==> config.mk <==
export PLATFORM = sky130hd
export DESIGN_NAME = uart_tx_reporter
export DESIGN_NICKNAME = d
export VERILOG_FILES = /design/src/rtl/uart_tx_reporter.sv
export SDC_FILE = /design/constraint.sdc
export NUM_CORES = 1
export LEC_CHECK = 0
export ABC_AREA = 1
export CAP_MARGIN = 0
export CORE_ASPECT_RATIO = 0.7
export CORE_MARGIN = 5
export CORE_UTILIZATION = 41
export DETAILED_ROUTE_END_ITERATION = 7
export REMOVE_ABC_BUFFERS = 1
export SLEW_MARGIN = 20
export SYNTH_ARGS = -nofsm -noshare
export SYNTH_HDL_FRONTEND = slang
export SYNTH_SLANG_ARGS = --single-unit
==> constraint.sdc <==
create_clock -name CLK_50 -period 3.3 [get_ports CLK_50]
set_input_delay 0.495 -clock CLK_50 [delete_from_list [all_inputs] [get_ports CLK_50]]
set_output_delay 0.495 -clock CLK_50 [all_outputs]
set_load 0.02 [all_outputs]
==> src/rtl/uart_tx_reporter.sv <==
// uart_tx_reporter: byte FIFO feeding an 8N1 UART serialiser for the host link
module uart_tx_reporter #(
  parameter int CLK_FREQ     = 50000000,
  parameter int BAUD         = 115200,
  parameter int CLKS_PER_BIT = CLK_FREQ / BAUD,
  parameter int FIFO_AW      = 4
) (
  input  logic               CLK_50,
  input  logic               nRst,
  input  logic               iWR_EN,
  input  logic [7:0]         iWR_DATA,
  input  logic               iCLR_OVF,
  output logic               oTXD,
  output logic               oFULL,
  output logic               oEMPTY,
  output logic [FIFO_AW:0]   oLEVEL,
  output logic               oBUSY,
  output logic               oOVERFLOW
);
  localparam int DEPTH = 2 ** FIFO_AW;
  localparam int CW = CLKS_PER_BIT > 1 ? $clog2(CLKS_PER_BIT) : 1;
  localparam logic [CW-1:0] LAST = CW'(CLKS_PER_BIT - 1);

  typedef enum logic [1:0] {IDLE, START, DATA, STOP} state_t;

  state_t state, state_n;
  logic [7:0] mem [DEPTH];
  logic [FIFO_AW-1:0] wr_ptr, rd_ptr;
  logic [CW-1:0] cnt, cnt_n;
  logic [2:0] idx, idx_n;
  logic [7:0] shift, shift_n;
  logic pop, wr_ok, bit_end;
  logic [FIFO_AW:0] level_n;

  // oFULL is the registered pre-pop view, so a write while full is dropped even if a pop coincides
  assign wr_ok = iWR_EN & ~oFULL;
  assign bit_end = cnt == LAST;
  assign level_n = oLEVEL + (FIFO_AW+1)'(wr_ok) - (FIFO_AW+1)'(pop);

  // FIFO storage; contents need no reset because occupancy is tracked by the pointers
  always_ff @(posedge CLK_50)
    if (wr_ok) mem[wr_ptr] <= iWR_DATA;

  // FIFO pointers, occupancy flags and sticky overflow (set beats clear)
  always_ff @(posedge CLK_50 or negedge nRst)
    if (!nRst) begin
      wr_ptr    <= '0;
      rd_ptr    <= '0;
      oLEVEL    <= '0;
      oFULL     <= 1'b0;
      oEMPTY    <= 1'b1;
      oOVERFLOW <= 1'b0;
    end else begin
      if (wr_ok) wr_ptr <= wr_ptr + 1'b1;
      if (pop) rd_ptr <= rd_ptr + 1'b1;
      oLEVEL    <= level_n;
      oFULL     <= level_n == (FIFO_AW+1)'(DEPTH);
      oEMPTY    <= level_n == '0;
      oOVERFLOW <= (iWR_EN & oFULL) | (oOVERFLOW & ~iCLR_OVF);
    end

  // serialiser state and registered line outputs, which follow the next state
  always_ff @(posedge CLK_50 or negedge nRst)
    if (!nRst) begin
      state <= IDLE;
      cnt   <= '0;
      idx   <= '0;
      shift <= '0;
      oTXD  <= 1'b1;
      oBUSY <= 1'b0;
    end else begin
      state <= state_n;
      cnt   <= cnt_n;
      idx   <= idx_n;
      shift <= shift_n;
      oTXD  <= state_n == START ? 1'b0 : state_n == DATA ? shift_n[0] : 1'b1;
      oBUSY <= state_n != IDLE;
    end

  // next-state: stop bit's last cycle may pop straight into a new start bit
  always_comb begin
    state_n = state;
    cnt_n   = state == IDLE ? '0 : bit_end ? '0 : cnt + 1'b1;
    idx_n   = idx;
    shift_n = shift;
    pop     = 1'b0;
    case (state)
      IDLE:
        if (!oEMPTY) begin
          pop     = 1'b1;
          shift_n = mem[rd_ptr];
          state_n = START;
        end
      START:
        if (bit_end) begin
          idx_n   = '0;
          state_n = DATA;
        end
      DATA:
        if (bit_end) begin
          shift_n = {1'b0, shift[7:1]};
          idx_n   = idx + 1'b1;
          state_n = idx == 3'd7 ? STOP : DATA;
        end
      STOP:
        if (bit_end) begin
          pop     = !oEMPTY;
          shift_n = oEMPTY ? shift : mem[rd_ptr];
          state_n = oEMPTY ? IDLE : START;
        end
      default: state_n = IDLE;
    endcase
  end
endmodule
## Word level (Yosys, flattened, before mapping)

Memories as Yosys holds them, arrays and structs flattened.
Index checks and enable logic that the tools add are counted.
W data, S select, Z words.

- Bits of input ports: 12
- Bits in latches: 0
- Register bits: 40
- RAM bits: 128
- Memories kept: 1
- Logic and storage cells: 68
- ROM bits: 0
- Output and inout port bits: 10

Memory list:

| name | depth | width | read ports | clocked after memory_dff | wr ports | line | text |
|---|---|---|---|---|---|---|---|
| mem | 16 | 8 | 1 | 0 | 1 | 27 | `logic [7:0] mem [DEPTH];` |

- Magnitude comparators: 0
- Equality and inequality tests: 11
- Multiplexer cells: 23
- Reduce and logical (&&, ||, !) cells: 8
- Div/mod/pow operators: 0
- Shift operators: 0
- Multiply operators: 0
- Bitwise logic cells: 6
- Add/subtract/negate cells: 6

Operator list:

| cell | count |
|---|---|
| $mux W8 | 3 |
| $pmux W8 S3 | 1 |
| $mux W9 | 2 |
| $add A9 B1 Y9 const B | 1 |
| $eq A9 B9 Y1 const B | 1 |
| $add A4 B1 Y4 const B | 2 |
| $mux W1 | 8 |
| $mux W2 | 4 |
| $pmux W2 S4 | 1 |
| $eq A2 B2 Y1 const B | 3 |
| $mux W3 | 2 |
| $ne A2 B2 Y1 const B | 3 |
| $pmux W3 S2 | 1 |
| $reduce_and A3 Y1 | 2 |
| $add A5 B1 Y5 | 1 |
| $eq A5 B5 Y1 const B | 1 |
| $logic_not A5 Y1 | 1 |
| $sub A5 B1 Y5 | 1 |
| $eq A2 B1 Y1 const B | 2 |
| $reduce_bool A2 Y1 | 2 |
| $add A3 B1 Y3 const B | 1 |
| $and A1 B1 Y1 | 3 |
| $eq A3 B3 Y1 const B | 1 |
| $reduce_bool A3 Y1 | 1 |
| other kinds (5) | 6 |

## Depth between registers and ports, before layout

Gate-level depths: netlist of run 1.

- Depth in word-level cells: 7
- Depth in mapped cells: 17
- Mapped depth without buffers: 17

## Worst setup path after synthesis of run 1

OpenSTA, ideal clock, no wires.

- Path kind: flip-flop to flip-flop
- From: reg state[1]
- To: reg oEMPTY
- Path buffers: 0
- Library setup time: 0.067 ns
- Period minus slack after synthesis: 2.666 ns
- Cell stages (with the launch flop): 16
- Setup slack: 0.634 ns
- Data arrival time: 2.599 ns
- Cells stage by stage: dfrtp_1 > inv_1 > ha_1 > inv_1 > nand2_8 > o21ai_4 > nor3_4 > ha_1 > inv_1 > ha_1 > fa_1 > nand3_1 > nand2_1 > xnor2_1 > inv_1 > nor2_1

- Cells in the longest elaborated chain, start to end: 4

Ends and longest elaborated chain:

| element | line | text |
|---|---|---|
| from (decl) | 26 | `state_t state, state_n;` |
| from (signal assigned) | 72 | `state <= state_n;` |
| $eq A2 B2 Y1 or $logic_not A2 Y1 (tied branches) | 87 | `case (state)` |
| $pmux W1 S2 * | 87 |  |
| via pop | 32 | `logic pop, wr_ok, bit_end;` |
| $sub A5 B1 Y5 * | 38 | `assign level_n = oLEVEL + (FIFO_AW+1)'(wr_ok) - (FIFO_AW+1)'(pop);` |
| via level_n[4] | 33 | `logic [FIFO_AW:0] level_n;` |
| $logic_not A5 Y1 * | 58 | `oEMPTY <= level_n == '0;` |
| to (signal assigned) | 51 | `oEMPTY <= 1'b1;` |
| to (signal assigned) | 58 |  |
| to (decl) | 15 | `output logic oEMPTY,` |

The timed path passes the listed nets; every way through them passes the cells marked *.
A chain may end at the register's enable or synchronous reset.

## Worst setup path after layout of run 1

Ends and elaborated chain as after synthesis.

==> impl_metrics.env, run 1 <==
export IMPL_status="finished clean"
export IMPL_synth_area_top_cells="edfxtp_1, dfrtp_1, nor2_1"
export IMPL_synthCells=674
export IMPL_critPathKind="reg2reg"
export IMPL_routedWlPerCell_um=17.46
export IMPL_period_share_pct=89.74
export IMPL_rows=41
export IMPL_grt_pass1_vias=4752
export IMPL_antenna_cells=0
export IMPL_grt_antenna_before_repair=1
export IMPL_holdBufCountCts=0
export IMPL_cts_buffers_inserted=17
export IMPL_start_util_pct=41.31
export IMPL_synth_edf_count=128
export IMPL_holdWs_ns=0.2089
export IMPL_ys_types=35
export IMPL_crit_fanout=9
export IMPL_num_nets_final=740
export IMPL_slew_headroom_pct=38.21
export IMPL_avgSynthCellArea_um2=10.94
export IMPL_synth_common_cells="edfxtp_1, nor2_1, nand2_1"
export IMPL_vias=4927
export IMPL_hold_viol=0
export IMPL_hpwlAfterDp_mm=10.43
export IMPL_drt_iter0_markers=411
export IMPL_cellLeakagePower_nw=3.270
export IMPL_synthFlopType="edfxtp_1"
export IMPL_yosysMostFrequentCell="edfxtp_1"
export IMPL_die_x_um=170.3
export IMPL_clock_skew_ns=0.008401
export IMPL_dr_wl_met3_um=818
export IMPL_fin_util_pct=47.51
export IMPL_max_freq_mhz=337.7
export IMPL_max_vdd_ir_drop_v=0.0004759
export IMPL_finalSetupViolCount=0
export IMPL_io_pins=22
export IMPL_grt_max_degree=80
export IMPL_dieArea_um2=20810
export IMPL_ys_seq_elements=168
export IMPL_cp_start_kind="flop"
export IMPL_powerDensity_nw_per_um2=644.7
export IMPL_routed_wl_mm=16.69
export IMPL_dr_pass1_iters=7
export IMPL_worstPathRequired_ns=3.66
export IMPL_worst_pin_slew_ns=0.9269
export IMPL_ys_async_sr_fraction_pct=23.81
export IMPL_cts_tree="built"
export IMPL_post_route_drc_count=0
export IMPL_clock_path_buffers=2
export IMPL_finalCriticalPeriod_ns=2.961
export IMPL_grt_overflow=0
export IMPL_slew_violations=0
export IMPL_syn_area_um2=7375
export IMPL_wl_met1_mm=8.075
export IMPL_arrival_ns=3.32
export IMPL_rsz0062_at_grt="no"
export IMPL_timing_final_ws_setup_ns=0.3386
export IMPL_yosysSeqAreaShare_pct=65.73
export IMPL_gp_congestion=0.8625
export IMPL_path_clk_slew_ns=0.06
export IMPL_met2WireLength_mm=7.469
export IMPL_antenna_left=0
export IMPL_synth_top_area_cell="edfxtp_1"
export IMPL_coreArea_um2=17850
export IMPL_grt_pass1_wl_mm=26.63
export IMPL_ys_warnings_count=0
export IMPL_end_kind="flop"
export IMPL_syn_to_final_growth_pct=15.02
export IMPL_io_buffers=21
export IMPL_root_buffer="clkbuf_16"
export IMPL_drive_above_1_share_pct=8.750
export IMPL_top_layer="met4"
export IMPL_maxCapViolCount=0
export IMPL_dp_slack_ns=0.2790
export IMPL_fp_dieH_um=122.2
export IMPL_cts_max_level=4
export IMPL_grt_usage_pct=16.95
export IMPL_hold_path_class="in2async"
export IMPL_viasPerCell=5.154
export IMPL_clock_sinks=168
export IMPL_clkLatencyLatePin_ns=0.42
export IMPL_synth_top_area_share_pct=52.12
-- registers in the layout, indices dropped and copies added (netlist names) --
signal	count
cnt	9
rd_ptr	4
shift	8
oOVERFLOW	1
wr_ptr	4
state	2
oFULL	1
oBUSY	1
oTXD	1
idx	3
oLEVEL	5
mem	128
oEMPTY	1
-- cell type report --
cell class              instances  area [um2]
fillers                      1635        9370
flip-flops and latches        168        4848
multi-input cells             422        2196
clock buffers                  26       541.8
repair buffers                 40       347.8
well taps                     236       295.3
inverters                      58       217.7
clock inverters                 6       35.03
-- per-layer routing --
layer / vias up / global-route usage (%)
met5: - / 0
li1: 2372 / -
met3: 27 / 3.606
met1: 2403 / 25.01
met4: 0 / 6.135
met2: 125 / 24.88
-- kinds of logic after synthesis --
| family | share of synthesized area, % |
|---|---|
| simple gates | 15.81 |
| flops | 65.73 |
| compound gates | 9.077 |
| buf+inv | 4.530 |
| fa+ha+maj | 3.665 |
| xor+xnor | 1.188 |
-- metrics by stage --
step | power, mW | setup TNS, ns | cells | instance area [um2]
final | 5.469 | 0 | 956 | 8482
after global routing | 5.728 | 0 | 956 | 8482
after CTS | 5.520 | 0 | 956 | 8479
after detailed placement | 3.610 | 0 | 924 | 7903
after global placement | 3.570 | 0 | 924 | 7903
after floorplan | 3.220 | -1.911 | 648 | 7258
-- where the power goes --
group	internal [mW]	switching, mW
Combinational	0.333	0.579
Sequential	2.54	0.111
Clock	1.13	0.781
Total	4.00	1.47
-- worst max-delay path: stages (launching register included) --
cell and delay, ns:
dfrtp_1 0.43, inv_1 0.20, ha_2 0.28, inv_1 0.11
nand2_8 0.12, o21ai_4 0.11, nor3_4 0.28, ha_1 0.19
inv_1 0.04, ha_1 0.20, fa_1 0.41, nand3_1 0.10
nand2_1 0.07, xnor2_1 0.18, inv_1 0.08, nor2_1 0.10
-- cells in the final DEF, fill, tap and decap left out, types with 6 or more instances in the layout --
cell type	n
a21oi_1	22
buf_4	19
clkbuf_16	19
clkdlybuf4s50_1	20
dfrtp_1	37
edfxtp_1	128
ha_1	19
inv_1	54
nand2_1	97
nand3_1	45
nor2_1	115
o211ai_1	24
o21ai_0	60
o21ai_1	6
xor2_1	7
-- final timing paths --
check | from | slack, ns | end | cells after the start
setup reg to reg | state[1] | 0.34 | oEMPTY | 15
setup / recovery | state[1] | 0.34 | oEMPTY | 15
max in group asynchronous | nRst | 2.44 | rd_ptr[0] | 1
hold / removal | nRst | 0.21 | cnt[1] | 1
min in group CLK_50 | idx[0] | 0.50 | idx[0] | 1
hold reg to reg | idx[0] | 0.50 | idx[0] | 1
-- what timing repair did --
| action | in CTS | in global routing |
|---|---|---|
| setup endpoints to repair | 0 | 1 |
| setup buffers | 0 | 0 |
| resized for setup | 0 | 1 |
Note: power is estimated with default switching activity, not from simulation.
==> run 2: changes to the inputs <==
--- a/config.mk
+++ b/config.mk
@@ -11,6 +11,8 @@
 export CORE_MARGIN = 5
 export CORE_UTILIZATION = 41
 export DETAILED_ROUTE_END_ITERATION = 7
+export MAX_ROUTING_LAYER = met4
+export RECOVER_POWER = 50
 export REMOVE_ABC_BUFFERS = 1
 export SLEW_MARGIN = 20
 export SYNTH_ARGS = -nofsm -noshare
==> run 2 against run 1 <==
Sequential share of layout area barely moved; fmax is 0.15% lower; final cell count is the same; core utilization barely moved; critical path depth did not move; the flow now finishes with violations (max-capacitance violations, max-slew violations); routed wire length increased by 0.52%.
==> impl_metrics.env, run 2 (synthesis gave the netlist of run 1 again) <==
export IMPL_status="finished with violations"
export IMPL_violations="max-capacitance violations, max-slew violations"
export IMPL_grt_max_degree=80
export IMPL_root_buffer="clkbuf_16"
export IMPL_drt_iter0_markers=413
export IMPL_place_area_um2=7903
export IMPL_routed_wl_mm=16.78
export IMPL_grt_overflow=0
export IMPL_worstPathRequired_ns=3.66
export IMPL_worst_path_largest_cell_delay_ns=0.43
export IMPL_vias=4955
export IMPL_crit_fanout=9
export IMPL_die_x_um=170.3
export IMPL_p_int_mw=3.992
export IMPL_clkLatencyLatePin_ns=0.43
export IMPL_hpwlAfterDp_mm=10.43
export IMPL_critPathKind="reg2reg"
export IMPL_worst_path_buf_inv=4
export IMPL_hold_viol=0
export IMPL_path_delay_family="adder cells"
export IMPL_grt_pass1_vias=4745
export IMPL_io_pins=22
export IMPL_drive_above_1_share_pct=8.472
export IMPL_grt_usage_pct=17.47
export IMPL_antenna_left=0
export IMPL_clockPowerShare_pct=35.1
export IMPL_final_cell_mix="edfxtp_1, nor2_1, nand2_1, o21ai_0, inv_1"
export IMPL_clock_skew_ns=0.008755
export IMPL_switching_power_mw=1.478
export IMPL_routedWlPerCell_um=17.55
export IMPL_start_util_pct=41.31
export IMPL_pwr_share_seq_pct=48.4
export IMPL_nFillCells=1634
export IMPL_cp_cell_sequence="inv_1 -> ha_2 -> inv_1 -> nand2_8 -> o21ai_4 -> nor3_4 -> ha_1 -> inv_1 -> ha_1 -> fa_1 -> nand3_1 -> nand2_1 -> xnor2_1 -> inv_1 -> nor2_1"
export IMPL_cellLeakagePower_nw=3.266
export IMPL_post_route_drc_count=0
export IMPL_viasPerCell=5.183
export IMPL_dieArea_um2=20810
export IMPL_rsz0062_at_grt="no"
export IMPL_cts_buffers_inserted=17
export IMPL_clock_path_buffers=2
export IMPL_hold_path_class="reg2reg"
export IMPL_top_register="mem"
export IMPL_ff2ff_path_depth=15
export IMPL_setup_tns_ns=0
export IMPL_end_kind="flop"
export IMPL_powerDensity_nw_per_um2=645.3
export IMPL_worstSetupPathDepth=15
export IMPL_path_clk_slew_ns=0.06
export IMPL_coreArea_um2=17850
export IMPL_layout_commonest_cell="edfxtp_1"
export IMPL_clock_sinks=168
export IMPL_rows=41
export IMPL_period_share_pct=89.88
export IMPL_dr_pass1_iters=7
export IMPL_grt_antenna_before_repair=1
export IMPL_io_buffers=21
export IMPL_grt_pass1_wl_mm=26.66
export IMPL_holdBufCountCts=0
export IMPL_cpMostUsedCell="inv_1"
export IMPL_largest_register_ff_count=128
export IMPL_gp_congestion=0.8764
export IMPL_finalCriticalPeriod_ns=2.966
export IMPL_final_cell_area_um2=8477
export IMPL_antenna_cells=0
export IMPL_cpMaxStageDelayCell="dfrtp_1"
export IMPL_swShare_pct=27.03
export IMPL_syn_to_final_growth_pct=14.95
export IMPL_max_vdd_ir_drop_v=0.0004704
export IMPL_arrival_ns=3.33
export IMPL_slew_violations=41
export IMPL_holdWs_ns=0.4994
export IMPL_slew_headroom_pct=-50.79
export IMPL_reg_largest_list="mem x128, cnt x9, shift x8"
export IMPL_finalSetupViolCount=0
export IMPL_cts_tree="built"
export IMPL_worst_hold_path_num_cells=1
export IMPL_combPwrFrac_pct=16.6
export IMPL_fp_dieH_um=122.2
export IMPL_maxCapViolCount=1
export IMPL_worst_pin_slew_ns=2.262
export IMPL_max_freq_mhz=337.2
export IMPL_num_nets_final=740
export IMPL_cts_max_level=4
export IMPL_cp_start_kind="flop"
run 2: cell types whose count changed in the layout (fill, tap and decap cells not counted):
cell	change
buf_2	-1
clkbuf_1	+2
buf_4	-1
dlygate4sd3_1	+9
clkdlybuf4s50_1	-9
run 2: final timing paths:
check | from | endpoint | slack [ns]
worst max-delay path | state[1] | oEMPTY | 0.33
worst min-delay path | idx[0] | idx[0] | 0.50
worst max register to register | state[1] | oEMPTY | 0.33
worst min register to register | idx[0] | idx[0] | 0.50
max in group asynchronous | nRst | rd_ptr[0] | 1.10
min in group asynchronous | nRst | cnt[1] | 0.73
run 2: timing repair:
| item | CTS | global route |
|---|---|---|
| setup endpoints to repair | 0 | 1 |
| setup buffers | 0 | 0 |
| resized for setup | 0 | 1 |
run 2: worst register-to-register path, delay by kind of cell (launching register included):
kind                       cells  cell delay (ns)
DFF                            1             0.43
buffers and inverters          4             0.43
xor gates and xnor gates       1             0.18
AOI/OAI and AO/OA              1             0.11
adders and majority gates      4             1.08
and+or+nand+nor                5             0.67
run 2: through the flow:
step / instances / setup WS, ns / total power, mW / util (%)
after CTS: 956 / 0.2616 / 5.520 / 47.50
after floorplan: 648 / -0.2415 / 3.220 / -
after global placement: 924 / 0.4194 / 3.570 / 44.27
after global routing: 956 / 0.07340 / 5.724 / 47.48
after detailed placement: 924 / 0.2790 / 3.610 / 44.27
final: 956 / 0.3340 / 5.470 / 47.48
run 2: layout make-up:
| cell class | count | area [um2] | area share [%] |
|---|---|---|---|
| Clock inverter | 6 | 35.03 | 0.4133 |
| Tap cell | 236 | 295.3 | 3.483 |
| Inverter | 58 | 217.7 | 2.568 |
| Timing Repair Buffer | 40 | 342.8 | 4.044 |
| Sequential cell | 168 | 4848 | 57.20 |
| Clock buffer | 26 | 541.8 | 6.391 |
| Multi-Input combinational cell | 422 | 2196 | 25.90 |
run 2: power by group through the flow:
| stage | Sequential, mW | Clock (mW) | Combinational [mW] |
|---|---|---|---|
| 2_1_floorplan | 2.72 | 0 | 0.502 |
| 3_3_place_gp | 2.68 | 0 | 0.891 |
| 3_5_place_dp | 2.69 | 0 | 0.920 |
| 4_1_cts | 2.65 | 1.95 | 0.925 |
| 5_1_grt | 2.67 | 2.04 | 1.02 |
| 6_report | 2.65 | 1.92 | 0.906 |
run 2: routing by layer:
layer | vias to the layer above | global-route usage (%) | part of all wire, %
met2 | 160 | 24.68 | 44
met3 | 31 | 3.670 | 5.9
li1 | 2372 | - | -
met4 | 0 | 5.985 | 1.9
met1 | 2392 | 25.24 | 48
met5 | - | - | 0
